<file path="src/rtl/ch_list_merge_if.sv">
// Shared-memory and control bundle for the cluster-head list merger.
// The master side is the merger; the slave side is the memory/controller.
interface ch_list_merge_if #(
    parameter int WORD_W = 16,
    parameter int ADDR_W = 11
);
    logic              en;
    logic              start;
    logic [WORD_W-1:0] data_in;
    logic [ADDR_W-1:0] address;
    logic              wr_en;
    logic [WORD_W-1:0] data_out;
    logic              busy;
    logic              done;
    logic              overflow;

    modport master (
        input  en, start, data_in,
        output address, wr_en, data_out, busy, done, overflow
    );

    modport slave (
        output en, start, data_in,
        input  address, wr_en, data_out, busy, done, overflow
    );
endinterface

</file>
<file path="src/rtl/ch_list_merge.sv">
// Merges every known cluster-head ID into each neighbour's chIDs list held in shared memory,
// appending missing IDs and writing back the list count; raises a sticky overflow on full lists.
module ch_list_merge #(
    parameter int WORD_W    = 16,
    parameter int ADDR_W    = 11,
    parameter int MAX_CH    = 8,
    parameter int MAX_NB    = 16,
    parameter int NCNT_ADDR = 'h274,
    parameter int KCNT_ADDR = 'h272,
    parameter int KCH_BASE  = 'h012,
    parameter int CCNT_BASE = 'h278,
    parameter int CID_BASE  = 'h172,
    parameter int NB_STRIDE = 16
) (
    input  logic                 clock,
    input  logic                 nrst,
    ch_list_merge_if.master      bus_io
);
    localparam int NCNT_W = $clog2(MAX_NB + 1);
    localparam int IDX_W  = (MAX_NB > 1) ? $clog2(MAX_NB) : 1;
    localparam int CCNT_W = $clog2(MAX_CH + 1);
    localparam int K_W    = (MAX_CH > 1) ? $clog2(MAX_CH) : 1;
    localparam int JX_W   = WORD_W + 1;

    typedef enum logic [3:0] {
        S_IDLE, S_L_NCNT, S_L_KCNT, S_L_KCH, S_L_CCNT,
        S_L_CID, S_APPEND, S_WR_CNT, S_NEXT, S_DONE
    } state_t;

    state_t              state_q, state_d;
    logic [ADDR_W-1:0]   address_q, address_d;
    logic                wr_en_q, wr_en_d;
    logic [WORD_W-1:0]   data_out_q, data_out_d;
    logic                busy_q, busy_d;
    logic                done_q, done_d;
    logic                overflow_q, overflow_d;
    logic [NCNT_W-1:0]   ncnt_q, ncnt_d;
    logic [WORD_W-1:0]   kcnt_q, kcnt_d;
    logic [WORD_W-1:0]   kch_q, kch_d;
    logic [CCNT_W-1:0]   ccnt_q, ccnt_d;
    logic [IDX_W-1:0]    i_q, i_d;
    logic [WORD_W-1:0]   j_q, j_d;
    logic [K_W-1:0]      k_q, k_d;

    logic [NCNT_W-1:0]   ncnt_in;
    logic [CCNT_W-1:0]   ccnt_in;

    // All address arithmetic wraps modulo 2^ADDR_W.
    function automatic logic [ADDR_W-1:0] wrap_addr(input int a);
        logic [31:0] u;
        u = a;
        return u[ADDR_W-1:0];
    endfunction

    function automatic logic [ADDR_W-1:0] cid_addr(input int i, input int k);
        return wrap_addr(CID_BASE + NB_STRIDE * i + 2 * k);
    endfunction

    function automatic logic [ADDR_W-1:0] ccnt_addr(input int i);
        return wrap_addr(CCNT_BASE + 2 * i);
    endfunction

    function automatic logic [ADDR_W-1:0] kch_addr(input int j);
        return wrap_addr(KCH_BASE + 2 * j);
    endfunction

    always_comb begin
        ncnt_in = (bus_io.data_in > WORD_W'(MAX_NB)) ? NCNT_W'(MAX_NB) : bus_io.data_in[NCNT_W-1:0];
        ccnt_in = (bus_io.data_in > WORD_W'(MAX_CH)) ? CCNT_W'(MAX_CH) : bus_io.data_in[CCNT_W-1:0];
    end

    always_comb begin
        state_d    = state_q;
        address_d  = address_q;
        wr_en_d    = 1'b0;
        data_out_d = data_out_q;
        busy_d     = busy_q;
        done_d     = 1'b0;
        overflow_d = overflow_q;
        ncnt_d     = ncnt_q;
        kcnt_d     = kcnt_q;
        kch_d      = kch_q;
        ccnt_d     = ccnt_q;
        i_d        = i_q;
        j_d        = j_q;
        k_d        = k_q;

        // Dropping enable abandons the walk; overflow and completed writes are kept.
        if (state_q != S_IDLE && !bus_io.en) begin
            state_d = S_IDLE;
            busy_d  = 1'b0;
        end else begin
            case (state_q)
                S_IDLE: begin
                    if (bus_io.en && bus_io.start) begin
                        busy_d     = 1'b1;
                        overflow_d = 1'b0;
                        i_d        = '0;
                        j_d        = '0;
                        k_d        = '0;
                        address_d  = wrap_addr(NCNT_ADDR);
                        state_d    = S_L_NCNT;
                    end
                end
                S_L_NCNT: begin
                    ncnt_d    = ncnt_in;
                    address_d = wrap_addr(KCNT_ADDR);
                    state_d   = S_L_KCNT;
                end
                S_L_KCNT: begin
                    kcnt_d = bus_io.data_in;
                    if (ncnt_q == '0 || bus_io.data_in == '0) begin
                        done_d  = 1'b1;
                        busy_d  = 1'b0;
                        state_d = S_DONE;
                    end else begin
                        address_d = kch_addr(0);
                        state_d   = S_L_KCH;
                    end
                end
                S_L_KCH: begin
                    kch_d     = bus_io.data_in;
                    i_d       = '0;
                    address_d = ccnt_addr(0);
                    state_d   = S_L_CCNT;
                end
                S_L_CCNT: begin
                    ccnt_d = ccnt_in;
                    k_d    = '0;
                    if (ccnt_in == '0) begin
                        state_d = S_APPEND;
                    end else begin
                        address_d = cid_addr(int'(i_q), 0);
                        state_d   = S_L_CID;
                    end
                end
                S_L_CID: begin
                    if (bus_io.data_in == kch_q) begin
                        state_d = S_NEXT;
                    end else if (CCNT_W'(k_q) + CCNT_W'(1) == ccnt_q) begin
                        state_d = S_APPEND;
                    end else begin
                        k_d       = k_q + K_W'(1);
                        address_d = address_q + ADDR_W'(2);
                    end
                end
                S_APPEND: begin
                    if (ccnt_q >= CCNT_W'(MAX_CH)) begin
                        overflow_d = 1'b1;
                        state_d    = S_NEXT;
                    end else begin
                        address_d  = cid_addr(int'(i_q), int'(ccnt_q));
                        data_out_d = kch_q;
                        wr_en_d    = 1'b1;
                        state_d    = S_WR_CNT;
                    end
                end
                S_WR_CNT: begin
                    address_d  = ccnt_addr(int'(i_q));
                    data_out_d = WORD_W'(ccnt_q) + WORD_W'(1);
                    wr_en_d    = 1'b1;
                    state_d    = S_NEXT;
                end
                S_NEXT: begin
                    if (NCNT_W'(i_q) + NCNT_W'(1) < ncnt_q) begin
                        i_d       = i_q + IDX_W'(1);
                        address_d = ccnt_addr(int'(i_q) + 1);
                        state_d   = S_L_CCNT;
                    end else if (JX_W'(j_q) + JX_W'(1) < JX_W'(kcnt_q)) begin
                        j_d       = j_q + WORD_W'(1);
                        address_d = kch_addr(int'(j_q) + 1);
                        state_d   = S_L_KCH;
                    end else begin
                        done_d  = 1'b1;
                        busy_d  = 1'b0;
                        state_d = S_DONE;
                    end
                end
                S_DONE: begin
                    state_d = S_IDLE;
                end
                default: begin
                    state_d = S_IDLE;
                end
            endcase
        end
    end

    always_ff @(posedge clock) begin
        if (!nrst) begin
            state_q    <= S_IDLE;
            address_q  <= '0;
            wr_en_q    <= 1'b0;
            data_out_q <= '0;
            busy_q     <= 1'b0;
            done_q     <= 1'b0;
            overflow_q <= 1'b0;
            ncnt_q     <= '0;
            kcnt_q     <= '0;
            kch_q      <= '0;
            ccnt_q     <= '0;
            i_q        <= '0;
            j_q        <= '0;
            k_q        <= '0;
        end else begin
            state_q    <= state_d;
            address_q  <= address_d;
            wr_en_q    <= wr_en_d;
            data_out_q <= data_out_d;
            busy_q     <= busy_d;
            done_q     <= done_d;
            overflow_q <= overflow_d;
            ncnt_q     <= ncnt_d;
            kcnt_q     <= kcnt_d;
            kch_q      <= kch_d;
            ccnt_q     <= ccnt_d;
            i_q        <= i_d;
            j_q        <= j_d;
            k_q        <= k_d;
        end
    end

    assign bus_io.address  = address_q;
    assign bus_io.wr_en    = wr_en_q;
    assign bus_io.data_out = data_out_q;
    assign bus_io.busy     = busy_q;
    assign bus_io.done     = done_q;
    assign bus_io.overflow = overflow_q;

endmodule

</file>
<file path="src/flat_wrapper.sv">
// flat-port wrapper written by rule: the top's interface ports become plain ports
module ch_list_merge_flat 
#(
    parameter int WORD_W    = 16,
    parameter int ADDR_W    = 11,
    parameter int MAX_CH    = 8,
    parameter int MAX_NB    = 16,
    parameter int NCNT_ADDR = 'h274,
    parameter int KCNT_ADDR = 'h272,
    parameter int KCH_BASE  = 'h012,
    parameter int CCNT_BASE = 'h278,
    parameter int CID_BASE  = 'h172,
    parameter int NB_STRIDE = 16
)
  (clock, nrst, bus_io_en, bus_io_start, bus_io_data_in, bus_io_address, bus_io_wr_en, bus_io_data_out, bus_io_busy, bus_io_done, bus_io_overflow);
  ch_list_merge_if #(.WORD_W(WORD_W), .ADDR_W(ADDR_W)) bus_io_i ();
  input  logic clock;
  input  logic nrst;
  input wire logic [$bits(bus_io_i.en)-1:0] bus_io_en;
  input wire logic [$bits(bus_io_i.start)-1:0] bus_io_start;
  input wire logic [$bits(bus_io_i.data_in)-1:0] bus_io_data_in;
  output wire logic [$bits(bus_io_i.address)-1:0] bus_io_address;
  output wire logic [$bits(bus_io_i.wr_en)-1:0] bus_io_wr_en;
  output wire logic [$bits(bus_io_i.data_out)-1:0] bus_io_data_out;
  output wire logic [$bits(bus_io_i.busy)-1:0] bus_io_busy;
  output wire logic [$bits(bus_io_i.done)-1:0] bus_io_done;
  output wire logic [$bits(bus_io_i.overflow)-1:0] bus_io_overflow;
  assign bus_io_i.en = bus_io_en;
  assign bus_io_i.start = bus_io_start;
  assign bus_io_i.data_in = bus_io_data_in;
  assign bus_io_address = bus_io_i.address;
  assign bus_io_wr_en = bus_io_i.wr_en;
  assign bus_io_data_out = bus_io_i.data_out;
  assign bus_io_busy = bus_io_i.busy;
  assign bus_io_done = bus_io_i.done;
  assign bus_io_overflow = bus_io_i.overflow;
  ch_list_merge #(.WORD_W(WORD_W), .ADDR_W(ADDR_W), .MAX_CH(MAX_CH), .MAX_NB(MAX_NB), .NCNT_ADDR(NCNT_ADDR), .KCNT_ADDR(KCNT_ADDR), .KCH_BASE(KCH_BASE), .CCNT_BASE(CCNT_BASE), .CID_BASE(CID_BASE), .NB_STRIDE(NB_STRIDE)) u_core (.clock(clock), .nrst(nrst), .bus_io(bus_io_i));
endmodule
</file>
<file path="config.mk">
export PLATFORM = sky130hd
export DESIGN_NAME = ch_list_merge_flat
export DESIGN_NICKNAME = d
export VERILOG_FILES = /design/src/rtl/ch_list_merge_if.sv /design/src/rtl/ch_list_merge.sv /design/src/flat_wrapper.sv
export SDC_FILE = /design/constraint.sdc
export NUM_CORES = 1
export LEC_CHECK = 0
export BUFFER_PORTS_ARGS = -buffer_cell sky130_fd_sc_hd__buf_2
export CAP_MARGIN = 30
export CELL_PAD_IN_SITES_DETAIL_PLACEMENT = 1
export CELL_PAD_IN_SITES_GLOBAL_PLACEMENT = 2
export CORE_UTILIZATION = 38
export DETAILED_ROUTE_END_ITERATION = 7
export GPL_ROUTABILITY_DRIVEN = 0
export PLACE_DENSITY = 0.95
export SLEW_MARGIN = 30
export SYNTH_ARGS = -nofsm -noshare
export SYNTH_HDL_FRONTEND = slang
export SYNTH_SLANG_ARGS = --single-unit
</file>
<file path="constraint.sdc">
create_clock -name clock -period 9.29 [get_ports clock]
set_input_delay 2.3225 -clock clock [delete_from_list [all_inputs] [get_ports clock]]
set_output_delay 2.3225 -clock clock [all_outputs]
set_load 0.005 [all_outputs]
</file>
# Word-level counts from Yosys, hierarchy flattened
# Cells that the tools add are included.
# classes
n_reduce_logical	29
shift	0
bitwise	2
mul	0
eq_ne	24
mux	47
div	0
addsub	15
magnitude_cmp	5
# op_table
operator	count
11-bit one-hot mux with 9 select lines	1
11-bit 2-to-1 mux	8
16-bit 2-to-1 mux	4
16-bit one-hot mux with 2 select lines	2
4-bit 2-to-1 mux	10
4-bit one-hot mux with 9 select lines	1
16-bit by 1-bit adder with 17-bit output, second input constant	1
17-bit by 16-bit < comparator with 1-bit output	1
16-bit by 1-bit adder with 16-bit output, second input constant	1
16-bit equality test	1
4-bit by 3-bit equality test with 1-bit output, second input constant	4
16-bit by 4-bit > comparator with 1-bit output, second input constant	1
16-bit by 5-bit > comparator with 1-bit output, second input constant	1
16-bit logical NOT	1
4-bit by 1-bit adder with 5-bit output, second input constant	3
5-bit AND reduction	3
2-bit != test, second input constant	7
4-bit one-hot mux with 3 select lines	1
10-bit by 5-bit adder with 11-bit output, first input constant	1
11-bit adder, first input constant	1
11-bit by 2-bit adder with 11-bit output, second input constant	1
11-bit by 6-bit adder with 11-bit output	1
6-bit by 11-bit adder with 11-bit output, first input constant	1
10-bit by 1-bit adder with 10-bit output, second input constant	1
other kinds (34)	65
# totals
latchBits	0
n_memories	0
out_inout_bits	31
mem_bits_ro	0
ramBits	0
regBits	99

# Depth between registers and ports, before layout
# Gate-level depths: netlist of the first run.
# logic_depth
ltp_word	5
depth_mapped	14
depth_no_buf	13

# Worst setup path before layout of the first run
# Ideal clock, no wire load.
# synth_path
path_type	in2reg
start	input bus_io_data_in[7]
end	register u_core.address_q[4], in the netlist u_core.bus_io.address[4]
setup_ns	0.149
slack_ns	5.423
arrival_ns	3.719
t_required_ns	9.141
cell_stages	9
path_cell_list	nor4_1 and3_1 clkbuf_1 and2_1 a21oi_1 nand2b_1 clkbuf_1 a31oi_1 a311oi_1
# synth_between
elab_chain_cells	5
elab_cells_between_ends	10
# synth_rtl
item	line_no	text
start: declaration	flat_wrapper.sv:21	input wire logic [$bits(bus_io_i.data_in)-1:0] bus_io_data_in;
16-bit by 4-bit > comparator with 1-bit output	ch_list_merge.sv:69	ccnt_in = (bus_io.data_in > WORD_W'(MAX_CH)) ? CCNT_W'(MAX_CH) : bus_io.data_in[CCNT_W-1:0];
4-bit 2-to-1 mux	ch_list_merge.sv:69	
4-bit logical NOT	ch_list_merge.sv:130	if (ccnt_in == '0) begin
2-bit != test (no source line)	--	
9-bit AND reduction (no source line) *	--	
end signal: assignment	ch_list_merge.sv:207	address_q <= address_d;
end: declaration	ch_list_merge.sv:31	logic [ADDR_W-1:0] address_q, address_d;
# Every way passes the cells marked *; elsewhere a longest branch is shown, timed or not.
# A chain may end at the register's enable or synchronous reset.

# Final worst setup path of the first run
# layout_path
start	register u_core.j_q[2]
end	register u_core.j_q[0]
# layout_between
elab_chain_cells	4
# layout_rtl
item	line_no	text
start: declaration	ch_list_merge.sv:42	logic [WORD_W-1:0] j_q, j_d;
start signal: assignment	ch_list_merge.sv:218	j_q <= j_d;
16-bit by 1-bit adder with 17-bit output	ch_list_merge.sv:169	end else if (JX_W'(j_q) + JX_W'(1) < JX_W'(kcnt_q)) begin
17-bit by 16-bit < comparator with 1-bit output	ch_list_merge.sv:169	
2-bit by 1-bit != test with 1-bit output (no source line)	--	
5-bit AND reduction (no source line)	--	
# No other way between the ends.

==> results of run 1 <==
==> critical path: stages (launching register included) <==
cell	delay (ns)
dfxtp_1	0.44
ha_1	0.26
nand4_1	0.29
nor3_1	0.53
nand3_1	0.16
xnor2_1	0.29
ha_1	0.33
a21o_1	0.19
a21oi_1	0.24
a21o_1	0.16
a41o_1	0.15
a21oi_2	0.22
nor3_2	0.67
mux2_2	0.27
==> logic make-up after synthesis <==
kind of cell / Yosys count
and+or+nand+nor: 297
muxes: 5
adders and majority gates: 34
buffers and inverters: 89
AOI/OAI and AO/OA: 217
DFF: 98
other: 1
xor gates and xnor gates: 53
==> area by class of cell <==
| class | instances | share of cell area [%] |
|---|---|---|
| clock buffers | 10 | 3.540 |
| inverters | 46 | 2.557 |
| repair buffers | 52 | 3.966 |
| well taps | 211 | 3.910 |
| clock inverters | 6 | 0.8340 |
| flip-flops and latches | 98 | 29.06 |
| multi-input cells | 607 | 56.13 |
==> worst paths after layout <==
kind	start	endpoint	slack [ns]	cells after the start
hold reg to reg	u_core.bus_io.data_out[6]	u_core.bus_io.data_out[6]	0.46	2
hold / removal	u_core.bus_io.data_out[6]	u_core.bus_io.data_out[6]	0.46	2
setup reg to reg	u_core.j_q[2]	u_core.j_q[0]	5.02	13
setup / recovery	u_core.j_q[2]	u_core.j_q[0]	5.02	13
==> per-stage QoR <==
step / hold WS [ns] / utilization [%]
final: 0.4568 / 43.76
after CTS: 0.4616 / 43.76
after detailed placement: 0.4498 / 41.85
after floorplan: 0.4330 / -
after global placement: 0.4372 / 41.83
after global routing: 0.4823 / 43.76
==> per-layer routing <==
layer | wire length (um) | global-route usage [%]
met1 | 8662 | 30.47
met2 | 9336 | 41.78
met3 | 790 | 4.366
met4 | 338 | 6.920
met5 | 0 | 0
==> sequential cells by signal (all words and copies together) (netlist names), 4 cells and up <==
name and cells:
u_core.bus_io.data_out 16, u_core.ncnt_q 5, u_core.state_q 4, u_core.j_q 16, u_core.bus_io.address 10, u_core.kcnt_q 16, u_core.i_q 4, u_core.ccnt_q 4
u_core.kch_q 16
==> power breakdown <==
| group | internal, mW | switching [mW] | leakage, nW | total (mW) |
|---|---|---|---|---|
| Sequential | 0.427 | 0.0128 | 0.792 | 0.440 |
| Combinational | 0.0331 | 0.0661 | 1.63 | 0.0992 |
| Clock | 0.196 | 0.186 | 0.144 | 0.382 |
| Total | 0.656 | 0.265 | 2.57 | 0.921 |
==> cell usage in the layout (no fill, tap or decap), types with 9 or more instances in the layout <==
cell / count
nor4_1: 10
a211oi_1: 12
nor2_1: 44
a21o_1: 11
buf_2: 49
a21oi_1: 81
nand2_1: 140
o21ai_0: 20
nor3_1: 11
xnor2_1: 24
nand3_1: 39
dfxtp_1: 98
xor2_1: 29
a311oi_1: 9
ha_1: 34
inv_1: 44
a31oi_1: 17
clkbuf_16: 9
==> reports/qor.yml, run 1 <==
synthesis:
  synth_top_family_by_area: "compound AO/OA/AOI/OAI gates"
  synthCells: 794
  synth_compound_area_share_pct: 23.75
  synth_xor_area_share_pct: 7.596
  synth_most_common_cell: "nand2_1"
  synth-main-ff-cell: "dfxtp_1"
  ys_warn_count: 0
  ys_top_cells_by_area: "dfxtp_1, nand2_1, ha_1, a21oi_1, xor2_1"
  yosys-top-cells-count: "nand2_1, dfxtp_1, a21oi_1"
  synth-seq-cells: 98
  synth_nets: 848
  ys_seq_area_share_pct: 32.10
  synth_enable_flop_cells: 0
  syn_area_per_cell_um2: 7.696
  synthAdderAreaFrac_pct: 6.962
  muxShareOfSynthArea_pct: 0.8600
  yosysTopAreaCell: "dfxtp_1"
  ys_async_sr_fraction_pct: 0
  syn_area_mm2: 0.006111
  ys_types: 73
  netlist.area_leader.share_pct: 32.10
  yosys.area_share.simple_pct: 22.75
cts:
  cts_resized: 0
  post-cts-setup-buffer-count: 0
  cts_root_buffer: "clkbuf_16"
  cts_buffers: 9
  clock_path_buffers: 2
  clkSinkCount: 98
  h-tree-depth: 3
  cts.clk_slew.worst_paths_ns: 0.08
  cts_tree: "done"
  cts-hold-fix-buffers: 0
  clock_latency_ns: 0.36
grt:
  grt_pass1_vias: 6164
  antenna_found_initial: 0
  grt_start_max_net_pins: 76
  grt-ovfl-total: 0
  grt_pass1_wl_um: 31400
  grt_usage_pct: 24.10
detailed_routing:
  dr.pass1.iters: 4
  drt-initial-drc-count: 340
  post_drt_wl_per_cell_um: 18.57
  vias: 6049
  route.detailed.drc: 0
  ant_nets: 0
  wirelength_um: 19130
  viasPerCell: 5.873
timing:
  worst_slew_pin_slew_ns: 0.8316
  period_share_pct: 45.93
  max-slew-margin-rel_pct: 44.48
  period_needed_ns: 4.267
  fmax_mhz: 234.3
  setup_violations: 0
  layout_setup_ws_ns: 5.023
  fin_skew_ns: 0.01084
  rsz0062_at_grt: "false"
  finalSetupTns_ns: 0
  slew_viol_final: 0
  hold_violations: 0
die:
  die_w_um: 128.8
  initial_core_util_pct: 39.61
  die_area_mm2: 0.01659
  placementRows: 45
  die_h_um: 128.8
  io_pins: 51
  core_area_mm2: 0.01543
power_and_ir_drop:
  peakVddDrop_mv: 0.1027
  p_leak_nw: 2.567
  fin_total_pwr_mw: 0.9210
  pwr_density_cell_mw_per_mm2: 136.4
layout:
  fin_area_mm2: 0.006751
  multi_input_area_mm2: 0.003790
  nNetsFinal: 868
  drive_above_1_share_pct: 10.74
  antennaDiodeCount: 0
  regArea_mm2: 0.001962
  areaGrowthSynthToFinish_pct: 10.48
  nFillCells: 1953
  layoutNonFillerInstCount: 1030
critical_path:
  required_ns: 9.59
  crit_type: "reg2reg"
  critPathLaunchType: "register"
  cp-end-kind: "register"
  crit_arrival_ns: 4.57
  cp_max_fo: 12
place:
  portBuffers: 49
  place_ws_ns: 4.726
  place_inst: 1014
  dp_hpwl_um: 14410
  placed_cell_area_mm2: 0.006456
job:
  maxCapViolCount: 0
outcome:
  status: "completed"
hold_path:
  hold_class: "reg2reg"
(Power assumes the default switching activity.)
==> run 2: changes to the inputs <==
--- a/config.mk
+++ b/config.mk
@@ -9,10 +9,10 @@
 export CAP_MARGIN = 30
 export CELL_PAD_IN_SITES_DETAIL_PLACEMENT = 1
 export CELL_PAD_IN_SITES_GLOBAL_PLACEMENT = 2
-export CORE_UTILIZATION = 38
+export CORE_UTILIZATION = 36
 export DETAILED_ROUTE_END_ITERATION = 7
 export GPL_ROUTABILITY_DRIVEN = 0
-export PLACE_DENSITY = 0.95
+export PLACE_DENSITY = 0.92
 export SLEW_MARGIN = 30
 export SYNTH_ARGS = -nofsm -noshare
 export SYNTH_HDL_FRONTEND = slang
==> constraint.sdc (replaced) <==
create_clock -name clock -period 4.1 [get_ports clock]
set_input_delay 1.025 -clock clock [delete_from_list [all_inputs] [get_ports clock]]
set_output_delay 1.025 -clock clock [all_outputs]
set_load 0.005 [all_outputs]
==> run 2 against run 1 <==
Against the previous run:
- clock skew increased by 0.0046 ns
- cell count increased by 1.8%
- sequential cell count unchanged
- largest cell class unchanged
- sequential share of layout area decreased by 0.69 points
- clock power increased to 2.6 times the previous value
- hold slack got worse by 0.0050 ns
==> reports/qor.yml, run 2 (synthesized netlist as in run 1, its figures left out) <==
critical_path:
  critPathTopFamily: "compound AO/OA/AOI/OAI gates"
  crit_type: "reg2reg"
  cp_max_fo: 16
  crit_arrival_ns: 4.11
  cp-end-kind: "register"
  cp_num_buf_inv: 1
  path_cells: "ha_1 > nand4_1 > nor3_2 > nand3_1 > xnor2_1 > ha_1 > a21o_1 > a21oi_1 > a21o_1 > a41o_1 > a21oi_2 > buf_4 > o211a_4 > a221o_1"
  cpPeakStageDelay_ns: 0.43
  cp-startpoint: "u_core.j_q[2]"
  required_ns: 4.34
  critPathLaunchType: "register"
  crit_slowest_cell: "dfxtp_1"
  r2r_start: "u_core.j_q[2]"
timing:
  hold_violations: 0
  hold_slack_ns: 0.4518
  max-slew-margin-rel_pct: 44.35
  period_needed_ns: 3.875
  fmax_mhz: 258.0
  rsz0062_at_grt: "false"
  finalSetupTns_ns: 0
  fin_skew_ns: 0.01547
  worst_slew_pin_slew_ns: 0.8335
  period_share_pct: 94.52
  slew_viol_final: 0
  setup_violations: 0
die:
  placementRows: 47
  die_w_um: 132.3
  io_pins: 51
  die_area_mm2: 0.01750
  die_h_um: 132.3
  initial_core_util_pct: 36.85
  core_area_mm2: 0.01658
grt:
  grt_pass1_vias: 6016
  grt_start_max_net_pins: 43
  grt_pass1_wl_um: 31700
  antenna_found_initial: 0
  grt-ovfl-total: 0
  grt_usage_pct: 22.85
cts:
  h-tree-depth: 3
  cts_resized: 0
  clkSinkCount: 98
  cts-hold-fix-buffers: 0
  clock_path_buffers: 2
  clock_latency_ns: 0.36
  post-cts-setup-buffer-count: 0
  cts.clk_slew.worst_paths_ns: 0.08
  cts_root_buffer: "clkbuf_16"
  cts_buffers: 9
  cts_tree: "done"
layout:
  nFillCells: 2101
  mostFrequentLayoutCell: "nand2_1"
  areaGrowthSynthToFinish_pct: 13.17
  layoutNonFillerInstCount: 1049
  antennaDiodeCount: 0
  final_cell_mix: "nand2_1, dfxtp_1, a21oi_1, buf_2, nor2_1"
  drive_above_1_share_pct: 11.94
  nNetsFinal: 878
detailed_routing:
  wirelength_um: 19390
  viasPerCell: 5.656
  post_drt_wl_per_cell_um: 18.48
  drt-initial-drc-count: 424
  vias: 5933
  ant_nets: 0
  dr.pass1.iters: 5
  route.detailed.drc: 0
power_and_ir_drop:
  combPwrFrac_pct: 10.6
  pwr-share-clk_pct: 44.7
  p_seq_share_pct: 44.7
  fin_total_pwr_mw: 2.224
  power_switching_mw: 0.6096
  p_leak_nw: 2.646
  switching_share_pct: 27.41
  intPower_mw: 1.614
  pwr_density_cell_mw_per_mm2: 321.6
  peakVddDrop_mv: 0.2360
job:
  maxCapViolCount: 0
outcome:
  status: "completed"
hold_path:
  hp-start: "u_core.bus_io.data_out[0]"
  hold_class: "reg2reg"
place:
  dp_hpwl_um: 14260
  portBuffers: 49
  place_inst: 1033
[run 2: final timing paths]
| path | to | slack [ns] | cells past startpoint |
|---|---|---|---|
| worst min register to register | u_core.bus_io.data_out[0] | 0.45 | 2 |
| worst max register to register | u_core.j_q[4] | 0.22 | 14 |
| worst max-delay path | u_core.j_q[4] | 0.22 | 14 |
| worst min-delay path | u_core.bus_io.data_out[0] | 0.45 | 2 |
[run 2: final cells by class]
type	instances	area [um^2]	area share, %
flip-flops and latches	98	1962	28.37
inverters	46	172.7	2.497
clock buffers	10	239.0	3.456
multi-input cells	607	3806	55.04
well taps	220	275.3	3.980
clock inverters	6	105.1	1.520
repair buffers	62	355.3	5.138
[run 2: power groups by stage]
| stage | clock network, mW | logic (mW) | registers, mW |
|---|---|---|---|
| after floorplan | 0 | 0.156 | 1.00 |
| after global placement | 0 | 0.229 | 1.02 |
| after detailed placement | 0 | 0.230 | 1.02 |
| after CTS | 1.01 | 0.232 | 0.993 |
| after global routing | 1.06 | 0.256 | 0.998 |
| final | 0.994 | 0.235 | 0.994 |
[run 2: metrics by stage]
step,cell area (um^2),utilization [%],worst slack (ns)
5_1_grt,6915,41.70,0.002093
4_1_cts,6897,41.59,0.2533
3_3_place_gp,6553,39.51,0.4689
6_report,6915,41.70,0.2247
2_1_floorplan,6111,-,0.8740
3_5_place_dp,6553,39.51,0.3277
[run 2: worst min-delay path, delay by kind of cell, from the launching register on]
family	cells	cell delay [ns]
flops	1	0.31
compound gates	1	0.05
simple gates	1	0.05
[run 2: routing by layer]
metal	track usage [%]	routed length (um)	vias to the layer above
met1	30.37	9195	2902
li1	-	-	2879
met3	2.691	660	29
met4	8.748	502	0
met5	0	0	-
met2	37.86	9031	123
==> run 3: changes to the inputs <==
--- a/config.mk
+++ b/config.mk
@@ -5,14 +5,14 @@
 export SDC_FILE = /design/constraint.sdc
 export NUM_CORES = 1
 export LEC_CHECK = 0
-export BUFFER_PORTS_ARGS = -buffer_cell sky130_fd_sc_hd__buf_2
 export CAP_MARGIN = 30
 export CELL_PAD_IN_SITES_DETAIL_PLACEMENT = 1
 export CELL_PAD_IN_SITES_GLOBAL_PLACEMENT = 2
-export CORE_UTILIZATION = 36
+export CORE_UTILIZATION = 38
 export DETAILED_ROUTE_END_ITERATION = 7
+export DONT_BUFFER_PORTS = 1
 export GPL_ROUTABILITY_DRIVEN = 0
-export PLACE_DENSITY = 0.92
+export PLACE_DENSITY = 0.91
 export SLEW_MARGIN = 30
 export SYNTH_ARGS = -nofsm -noshare
 export SYNTH_HDL_FRONTEND = slang
==> run 3 against run 2 <==
Against the previous run:
- sequential cell count stayed put
- clock power is 11% lower
- critical path depth is 1 lower
- critical path type unchanged
- hold slack better by 0.010 ns
- highest routed layer unchanged
- die area is 5.2% lower
- wire length is 0.48% higher
- maximum frequency is 0.70% higher
==> reports/qor.yml, run 3 (synthesized netlist as in run 1, its figures left out) <==
outcome:
  status: "completed"
place:
  place_ws_ns: 0.2187
  place_inst: 971
  portBuffers: 0
  dp_hpwl_um: 14570
detailed_routing:
  ant_nets: 0
  vias: 5850
  wirelength_um: 19480
  viasPerCell: 5.915
  drt-initial-drc-count: 418
  route.detailed.drc: 0
  post_drt_wl_per_cell_um: 19.70
  dr.pass1.iters: 5
grt:
  grt_pass1_vias: 6105
  grt-ovfl-total: 0
  grt_usage_pct: 24.59
  antenna_found_initial: 0
  grt_pass1_wl_um: 31520
  grt_start_max_net_pins: 39
job:
  maxCapViolCount: 0
power_and_ir_drop:
  fin_total_pwr_mw: 2.078
  p_leak_nw: 2.388
  peakVddDrop_mv: 0.2146
  pwr_density_cell_mw_per_mm2: 314.4
critical_path:
  cp-end-kind: "register"
  r2r_start: "u_core.j_q[2]"
  reg2reg_to: "u_core.j_q[4]"
  cp_common_cell: "ha_1"
  cp_num_buf_inv: 2
  crit_arrival_ns: 4.10
  critPathLaunchType: "register"
  cp_max_fo: 16
  cp-startpoint: "u_core.j_q[2]"
  cpPeakStageDelay_ns: 0.45
  path_cells: "ha_1 > nand4_1 > buf_4 > xor2_2 > inv_1 > ha_1 > a211oi_1 > o21ai_0 > a41oi_1 > a41o_1 > a21oi_4 > o211a_4 > a221o_1"
  critPathTopFamily: "compound AO/OA/AOI/OAI gates"
  required_ns: 4.36
  regToRegSetupSlack_ns: 0.25
  crit_type: "reg2reg"
  crit_slowest_cell: "dfxtp_1"
  crit_path_end: "u_core.j_q[4]"
  crit_cells: 13
  r2r_cells: 13
die:
  die_w_um: 128.8
  io_pins: 51
  core_area_mm2: 0.01543
  die_h_um: 128.8
  die_area_mm2: 0.01659
  placementRows: 45
  initial_core_util_pct: 39.61
cts:
  h-tree-depth: 3
  clock_latency_ns: 0.37
  clock_path_buffers: 2
  cts_root_buffer: "clkbuf_16"
  cts_tree: "done"
  clkSinkCount: 98
  cts.clk_slew.worst_paths_ns: 0.07
  cts_buffers: 9
timing:
  fin_skew_ns: 0.007144
  slew_viol_final: 0
  layout_setup_ws_ns: 0.2516
  worst_slew_pin_slew_ns: 0.8070
  period_needed_ns: 3.848
  setup_violations: 0
  period_share_pct: 93.86
  max-slew-margin-rel_pct: 46.13
  hold_violations: 0
  fmax_mhz: 259.8
  hold_slack_ns: 0.4622
layout:
  mostFrequentLayoutCell: "nand2_1"
  final_cell_mix: "nand2_1, dfxtp_1, a21oi_1, nor2_1, inv_1"
  nFillCells: 1926
  layoutNonFillerInstCount: 989
  antennaDiodeCount: 0
  areaGrowthSynthToFinish_pct: 8.170
  drive_above_1_share_pct: 6.298
  nNetsFinal: 827
  fin_util_pct: 42.85
hold_path:
  hold_class: "reg2reg"
## run 3: cell types whose count changed in the layout (fill, tap and decap cells not counted), sizes merged
cell,delta
buf,-51
clkinv,+3
bufinv,-2
clkbuf,-1
## run 3: how the worst min path moves through the flow
stage                     start          endpoint  slack [ns]  cells past startpoint
6_report       u_core.kcnt_q[9]  u_core.kcnt_q[9]        0.46                      2
4_1_cts        u_core.kcnt_q[9]  u_core.kcnt_q[9]        0.47                      2
2_1_floorplan  u_core.kcnt_q[0]  u_core.kcnt_q[0]        0.43                      2
5_1_grt        u_core.kcnt_q[1]  u_core.kcnt_q[1]        0.49                      2
3_3_place_gp   u_core.kcnt_q[3]  u_core.kcnt_q[3]        0.45                      2
3_5_place_dp   u_core.kcnt_q[9]  u_core.kcnt_q[9]        0.46                      2
## run 3: per-layer routing
metal	GRT usage [%]	wire length, um	up-vias	share of wire [%]
met4	11.21	507	0	2.6
li1	-	-	2776	-
met2	42.26	9515	164	49
met1	29.99	8525	2877	44
met3	4.200	934	33	4.8
met5	0	0	-	0
## run 3: repair_timing
item	CTS	global route
setup endpoints to repair	0	26
resized for setup	0	7
setup buffers	0	2
hold buffers	0	0
## run 3: worst register-to-register path, delay by kind of cell, from the launching register on
family	cells	cell delay, ns
fa+ha+maj	2	0.57
compound gates	7	1.80
simple gates	1	0.30
flops	1	0.45
buf+inv	2	0.39
xor+xnor	1	0.24
## run 3: layout make-up
| cell class | instances | area, um^2 | share of cell area [%] |
|---|---|---|---|
| inverter | 46 | 172.7 | 2.612 |
| tap | 211 | 264.0 | 3.994 |
| clock buffer | 9 | 225.2 | 3.407 |
| multi-input combinational | 607 | 3822 | 57.83 |
| clock inverter | 7 | 81.33 | 1.230 |
| sequential | 98 | 1962 | 29.68 |
| timing repair buffer | 11 | 82.58 | 1.249 |
## run 3: where the power goes
part           internal, mW  switching (mW)  leakage [nW]
clock network         0.435           0.447         0.150
logic                0.0660           0.131          1.45
registers             0.967          0.0317         0.792
total                  1.47           0.610          2.39
## run 3: through the flow
step	setup TNS, ns	area [um^2]
4_1_cts	0	6560
5_1_grt	-0.1709	6610
3_5_place_dp	0	6254
6_report	0	6610
2_1_floorplan	0	6111
3_3_place_gp	0	6254
